`src/rtl/mu0_mux_n_reg.sv`:
```
// N-way registered multiplexer with valid/ready handshake.
// Direct select on S or round-robin scan over the channels.
module mu0_mux_n_reg #(
  parameter int WIDTH    = 16,
  parameter int CHANNELS = 4
) (
  input  logic                         Clk,
  input  logic                         nReset,
  input  logic [CHANNELS*WIDTH-1:0]    D,
  input  logic [$clog2(CHANNELS)-1:0]  S,
  input  logic                         Mode,
  input  logic                         InValid,
  output logic                         InReady,
  output logic [WIDTH-1:0]             Q,
  output logic [$clog2(CHANNELS)-1:0]  QSel,
  output logic                         OutValid,
  input  logic                         OutReady,
  output logic                         Err
);

  localparam int SEL_W = $clog2(CHANNELS);
  localparam logic [SEL_W-1:0] LAST = SEL_W'(CHANNELS - 1);

  logic             accept;
  logic             drain;
  logic [SEL_W-1:0] ch;
  logic             oor;
  logic [WIDTH-1:0] sel_data;
  logic [SEL_W-1:0] ptr;
  logic [SEL_W-1:0] ptr_nxt;

  assign InReady = !OutValid || OutReady;
  assign accept  = InValid && InReady;
  assign drain   = OutValid && OutReady;

  assign ch  = Mode ? ptr : S;
  assign oor = int'(ch) >= CHANNELS;

  assign ptr_nxt = (ptr == LAST) ? '0 : ptr + SEL_W'(1);

  // Pick the chosen channel; unmatched (out-of-range) selects give zero.
  always_comb begin
    sel_data = '0;
    for (int k = 0; k < CHANNELS; k++) begin
      if (ch == SEL_W'(k)) sel_data = D[k*WIDTH +: WIDTH];
    end
  end

  // Output register: load on accept, clear valid on a pure drain.
  always_ff @(posedge Clk) begin
    if (!nReset) begin
      Q        <= '0;
      QSel     <= '0;
      Err      <= 1'b0;
      OutValid <= 1'b0;
    end else if (accept) begin
      Q        <= sel_data;
      QSel     <= ch;
      Err      <= oor;
      OutValid <= 1'b1;
    end else if (drain) begin
      OutValid <= 1'b0;
    end
  end

  // Scan pointer moves only on accepts taken in scan mode.
  always_ff @(posedge Clk) begin
    if (!nReset) begin
      ptr <= '0;
    end else if (accept && Mode) begin
      ptr <= ptr_nxt;
    end
  end

endmodule

```
`config.mk`:
```
export PLATFORM = sky130hd
export DESIGN_NAME = mu0_mux_n_reg
export DESIGN_NICKNAME = d
export VERILOG_FILES = /design/src/rtl/mu0_mux_n_reg.sv
export SDC_FILE = /design/constraint.sdc
export NUM_CORES = 1
export LEC_CHECK = 0
export ABC_AREA = 0
export CORE_MARGIN = 2
export CORE_UTILIZATION = 30
export DETAILED_ROUTE_END_ITERATION = 10
export HOLD_SLACK_MARGIN = 0.1
export PLACE_DENSITY = 0.81
export RECOVER_POWER = 25
export SYNTH_ARGS = -nofsm -noshare
export SYNTH_HDL_FRONTEND = slang
export SYNTH_SLANG_ARGS = --single-unit
```
`constraint.sdc`:
```
create_clock -name Clk -period 1.3 [get_ports Clk]
set_input_delay 0.195 -clock Clk [delete_from_list [all_inputs] [get_ports Clk]]
set_output_delay 0.195 -clock Clk [all_outputs]
set_load 0.02 [all_outputs]
```
Word level (Yosys, flattened, before mapping)
Cells that the tools add are included.
{"block": "word_totals", "word_cells": 24, "regBits": 21, "output_inout_bits": 21}
{"block": "op_classes", "eq_ne": 4, "addsub": 1, "n_reduce_logical": 7, "n_mux": 8}
{"op": "2-to-1 mux 16 bit", "count": 4}
{"op": "equality test 2 bit, second input constant", "count": 3}
{"op": "2-to-1 mux 2 bit", "count": 2}
{"op": "logical AND 1 bit", "count": 3}
{"op": "adder 2 x 1 -> 2 bit, second input constant", "count": 1}
{"op": "equality test 2 x 1 -> 1 bit, second input constant", "count": 1}
{"op": "logical NOT 2 bit", "count": 1}
{"op": "2-to-1 mux 1 bit", "count": 2}
{"op": "nonzero test 2 bit", "count": 1}
{"op": "logical NOT 1 bit", "count": 1}
{"op": "logical OR 1 bit", "count": 1}

Longest topological paths before layout
{"block": "logic_depth", "ltp_word": 6, "ltp_mapped": 6, "ltp_nobuf": 4}

Least setup slack after synthesis
Ideal clock, no wire load.
{"block": "synth_path", "path_type": "register to register", "startpoint": "register OutValid", "endpoint": "register Q[7]", "slack_ps": -154, "stages_incl_launch_ff": 7, "path_buffers": 2, "setup_time_ps": 127, "t_arrival_ps": 1327, "path_cell_list": "dfxtp_1 > nand2b_2 > and2_1 > buf_2 > clkbuf_1 > o21ai_0 > a21oi_2"}
{"block": "synth_via", "elab_chain_cells": 3}
{"element": "start, declared", "line": "16", "text": "output logic OutValid,"}
{"element": "start signal, assigned", "line": "55", "text": "OutValid <= 1'b0;"}
{"element": "start signal, assigned", "line": "60", "text": "OutValid <= 1'b1;"}
{"element": "start signal, assigned", "line": "62", "text": "OutValid <= 1'b0;"}
{"element": "logical NOT 1 bit", "line": "32", "text": "assign InReady = !OutValid || OutReady;"}
{"element": "logical OR 1 bit", "line": "32"}
{"element": "via InReady", "line": "13", "text": "output logic InReady,"}
{"element": "logical AND 1 bit", "line": "33", "text": "assign accept = InValid && InReady;"}
{"element": "end signal, assigned", "line": "57", "text": "Q <= sel_data;"}
{"element": "end, declared", "line": "14", "text": "output logic [WIDTH-1:0] Q,"}
The timed path passes the listed nets, and every way through them passes these cells.
A chain may end at the register's enable or synchronous reset.

Worst setup path after layout
{"block": "layout_path", "startpoint": "register ptr[0]", "endpoint": "register Q[3]"}
{"block": "layout_via", "elab_chain_cells": 6, "word_cells_on_any_way": 9}
{"element": "start, declared", "line": "29", "text": "logic [SEL_W-1:0] ptr;"}
{"element": "start signal, assigned", "line": "71", "text": "ptr <= ptr_nxt;"}
{"element": "2-to-1 mux 2 bit (*)", "line": "36", "text": "assign ch = Mode ? ptr : S;"}
{"element": "logical NOT 2 bit", "line": "45", "text": "if (ch == SEL_W'(k)) sel_data = D[k*WIDTH +: WIDTH];"}
{"element": "2-to-1 mux 16 bit (3 in series)", "line": "45"}
{"element": "2-to-1 mux 16 bit (*)", "line": "45"}
Mark *: on every way between the ends. The rest lies on a longest branch, timed or not.

==> flow_summary.toml <==
[pwr]
total_power_mw = 1.998
ir_worst_vdd_mv = 0.4703
power.density_nw_per_um2 = 744.2
power.leakage_nw = 1.173

[grt]
gr-total-overflow = 0
grt_max_degree = 18
antenna_found_initial = 0
grt_pass1_wl_mm = 6.975
grt_pass1_vias = 1569
track_usage_pct = 19.62

[route]
vias = 1559
drt_wl_total_mm = 4.688
wl_per_cell_um = 15.47
vias_per_cell = 5.145
drc_errors = 0
first_pass_iters = 4
postRouteAntennaNets = 0
drtIter0Drc = 71

[synth]
syn-num-nets = 213
synth.distinct_cells = 34
synth_flop_cell = "dfxtp_1"
syn_inst = 141
yosysWarnings = 0
syn_avg_cell_area_um2 = 8.856
synthesis.area_um2 = 1249
synth_edf_count = 0
async_reset_ff_share_pct = 0
yosysSeqAreaShare_pct = 33.67
ys_ff_latch = 21

[final_layout]
area_delta_synth_final_pct = 115.0
drive_above_1_share_pct = 32.02
final.fill_count = 320
stdcell_count = 303
stdcell_area_um2 = 2685
n_antenna_cell = 0
nets = 326

[place]
placed_cells = 295
pre_cts_slack_ns = -0.6455
post-dp-hpwl_mm = 3.349
gp_congestion = 0.8098
portBuffers = 90
place_area_um2 = 2360

[clock_network]
cts_hold_buf = 0
numCtsBuffers = 3
clock_path_buffers = 2
cts_tree = "done"
cts_sinks = 21
clk_latency_ns = 0.26
clk_pin_slew_ns = 0.08
h-tree-depth = 1
root_buffer = "clkbuf_8"

[die]
core.rowCount = 23
core-area_um2 = 4000
initial_core_util_pct = 31.22
ioPinCount = 92
die_x_um = 68.52
die_h_um = 68.52
die-area_um2 = 4694

[critical_path]
cp_data_required_time_ns = 1.45
cp-start-kind = "flip-flop"
arrival_ns = 1.44
criticalPathCategory = "reg2reg"
crit_path_end_kind = "flip-flop"
crit_fanout = 6

[run_status]
outcome = "finished, final reports clean"

[timing]
fin_crit_sh_pct = 99.21
setup_viol = 0
fin_ws_ns = 0.01026
skew_ns = 0.003676
rsz0062_at_grt = "yes"
period_needed_ns = 1.290
tns_ns = 0
hold_viol = 0
slew_viol_final = 0
fmax_ghz = 0.7753

[min_path]
hold_path_class = "in2reg"

[flow_run]
max_cap_violations = 0
==> where the power goes <==
group | total (mW) | switching [mW] | internal [mW]
logic | 0.837 | 0.359 | 0.478
registers | 0.725 | 0.0296 | 0.695
clock network | 0.437 | 0.219 | 0.218
total | 2.00 | 0.607 | 1.39
==> final cells by class <==
type / instances / area (um2) / share of cell area (%)
multi-input combinational: 109 / 998.5 / 37.19
sequential: 21 / 429.2 / 15.98
timing repair buffer: 118 / 1146 / 42.68
clock buffer: 4 / 45.04 / 1.678
tap: 50 / 62.56 / 2.330
inverter: 1 / 3.754 / 0.1398
==> sequential cells by signal (all words and copies together) (netlist names) <==
signal    flops
ptr           2
OutValid      1
QSel          2
Q            16
==> layer usage <==
| layer | track usage, % | vias to the layer above | part of all wire, % |
|---|---|---|---|
| li1 | - | 767 | - |
| met1 | 22.37 | 716 | 40 |
| met2 | 36.30 | 68 | 51 |
| met3 | 4.545 | 8 | 8.1 |
| met4 | 5.250 | 0 | 1.5 |
| met5 | 0 | - | 0 |
==> worst paths after layout <==
check,endpoint,startpoint,cells past startpoint,slack [ns]
setup reg to reg,Q[3],ptr[0],6,0.01
hold / removal,ptr[1],Mode,4,0.42
hold reg to reg,Q[0],Q[0],2,0.47
setup / recovery,Q[3],ptr[0],6,0.01
==> kinds of logic (layout without fill, tap and decap cells) <==
kind of cell | after synthesis | after routing | synth area share (%)
adders and majority gates | 1 | 1 | 1.002
other | 1 | 1 | 0.3003
muxes | 15 | 15 | 14.03
AOI/OAI and AO/OA | 54 | 55 | 30.56
buffers and inverters | 12 | 123 | 6.011
DFF | 21 | 21 | 33.67
and+or+nand+nor | 37 | 37 | 14.43
==> cells in the mapped netlist (2+ instances only) <==
master     n  area (um2)
a211oi_1   4       30.03
a21boi_0   3       22.52
a21oi_1   10       50.05
a221oi_1  10       87.58
buf_2      3       15.01
buf_6      3       33.78
clkbuf_1   4       15.01
dfxtp_1   21       420.4
mux2_1    10       112.6
mux2i_1    4       40.04
nand2_1   18       67.56
nand3_1   10       50.05
nor2b_1    3       18.77
o211a_1    2       20.02
o21ai_0   10       50.05
o221ai_1   2       17.52
o22ai_1    4       25.02
o31ai_1    4       30.03
==> cell usage in the layout (no fill, tap or decap), types with 2 or more instances in the layout <==
master	instances
a21boi_0	3
clkdlybuf4s50_1	67
a32o_2	2
mux2i_1	4
dfxtp_1	18
a21oi_1	5
nand2_1	9
nor2b_1	2
buf_4	18
o221ai_1	2
o22ai_1	4
clkbuf_8	3
o21ai_0	7
o21ai_1	3
o211a_1	2
dfxtp_4	2
mux2_4	9
a221oi_2	5
dlygate4sd2_1	21
nand2_2	8
a211oi_1	2
a21oi_2	6
nand3_1	10
clkbuf_2	2
buf_6	5
a221oi_4	5
buf_12	3
a211oi_2	2
o31ai_1	4
==> worst max-delay path, cell delays in order, from the launching register on <==
cell       delay [ns]
dfxtp_4          0.37
buf_6            0.13
nand2_4          0.07
o22ai_4          0.09
clkbuf_16        0.18
a221oi_4         0.26
a21oi_2          0.08
==> metrics by stage <==
stage	utilization, %	hold WS, ns
2_1_floorplan	-	0.3264
3_3_place_gp	58.99	0.4571
3_5_place_dp	58.99	0.4644
4_1_cts	61.46	0.4733
5_1_grt	67.13	0.4224
6_report	67.13	0.4248
==> what timing repair did <==
item	4_1_cts	5_1_grt
cloned	1	1
pin swaps	2	24
resized for setup	38	50
buffers inserted	1	1
setup endpoints to repair	38	19
Note: power is estimated with default switching activity, not from simulation.
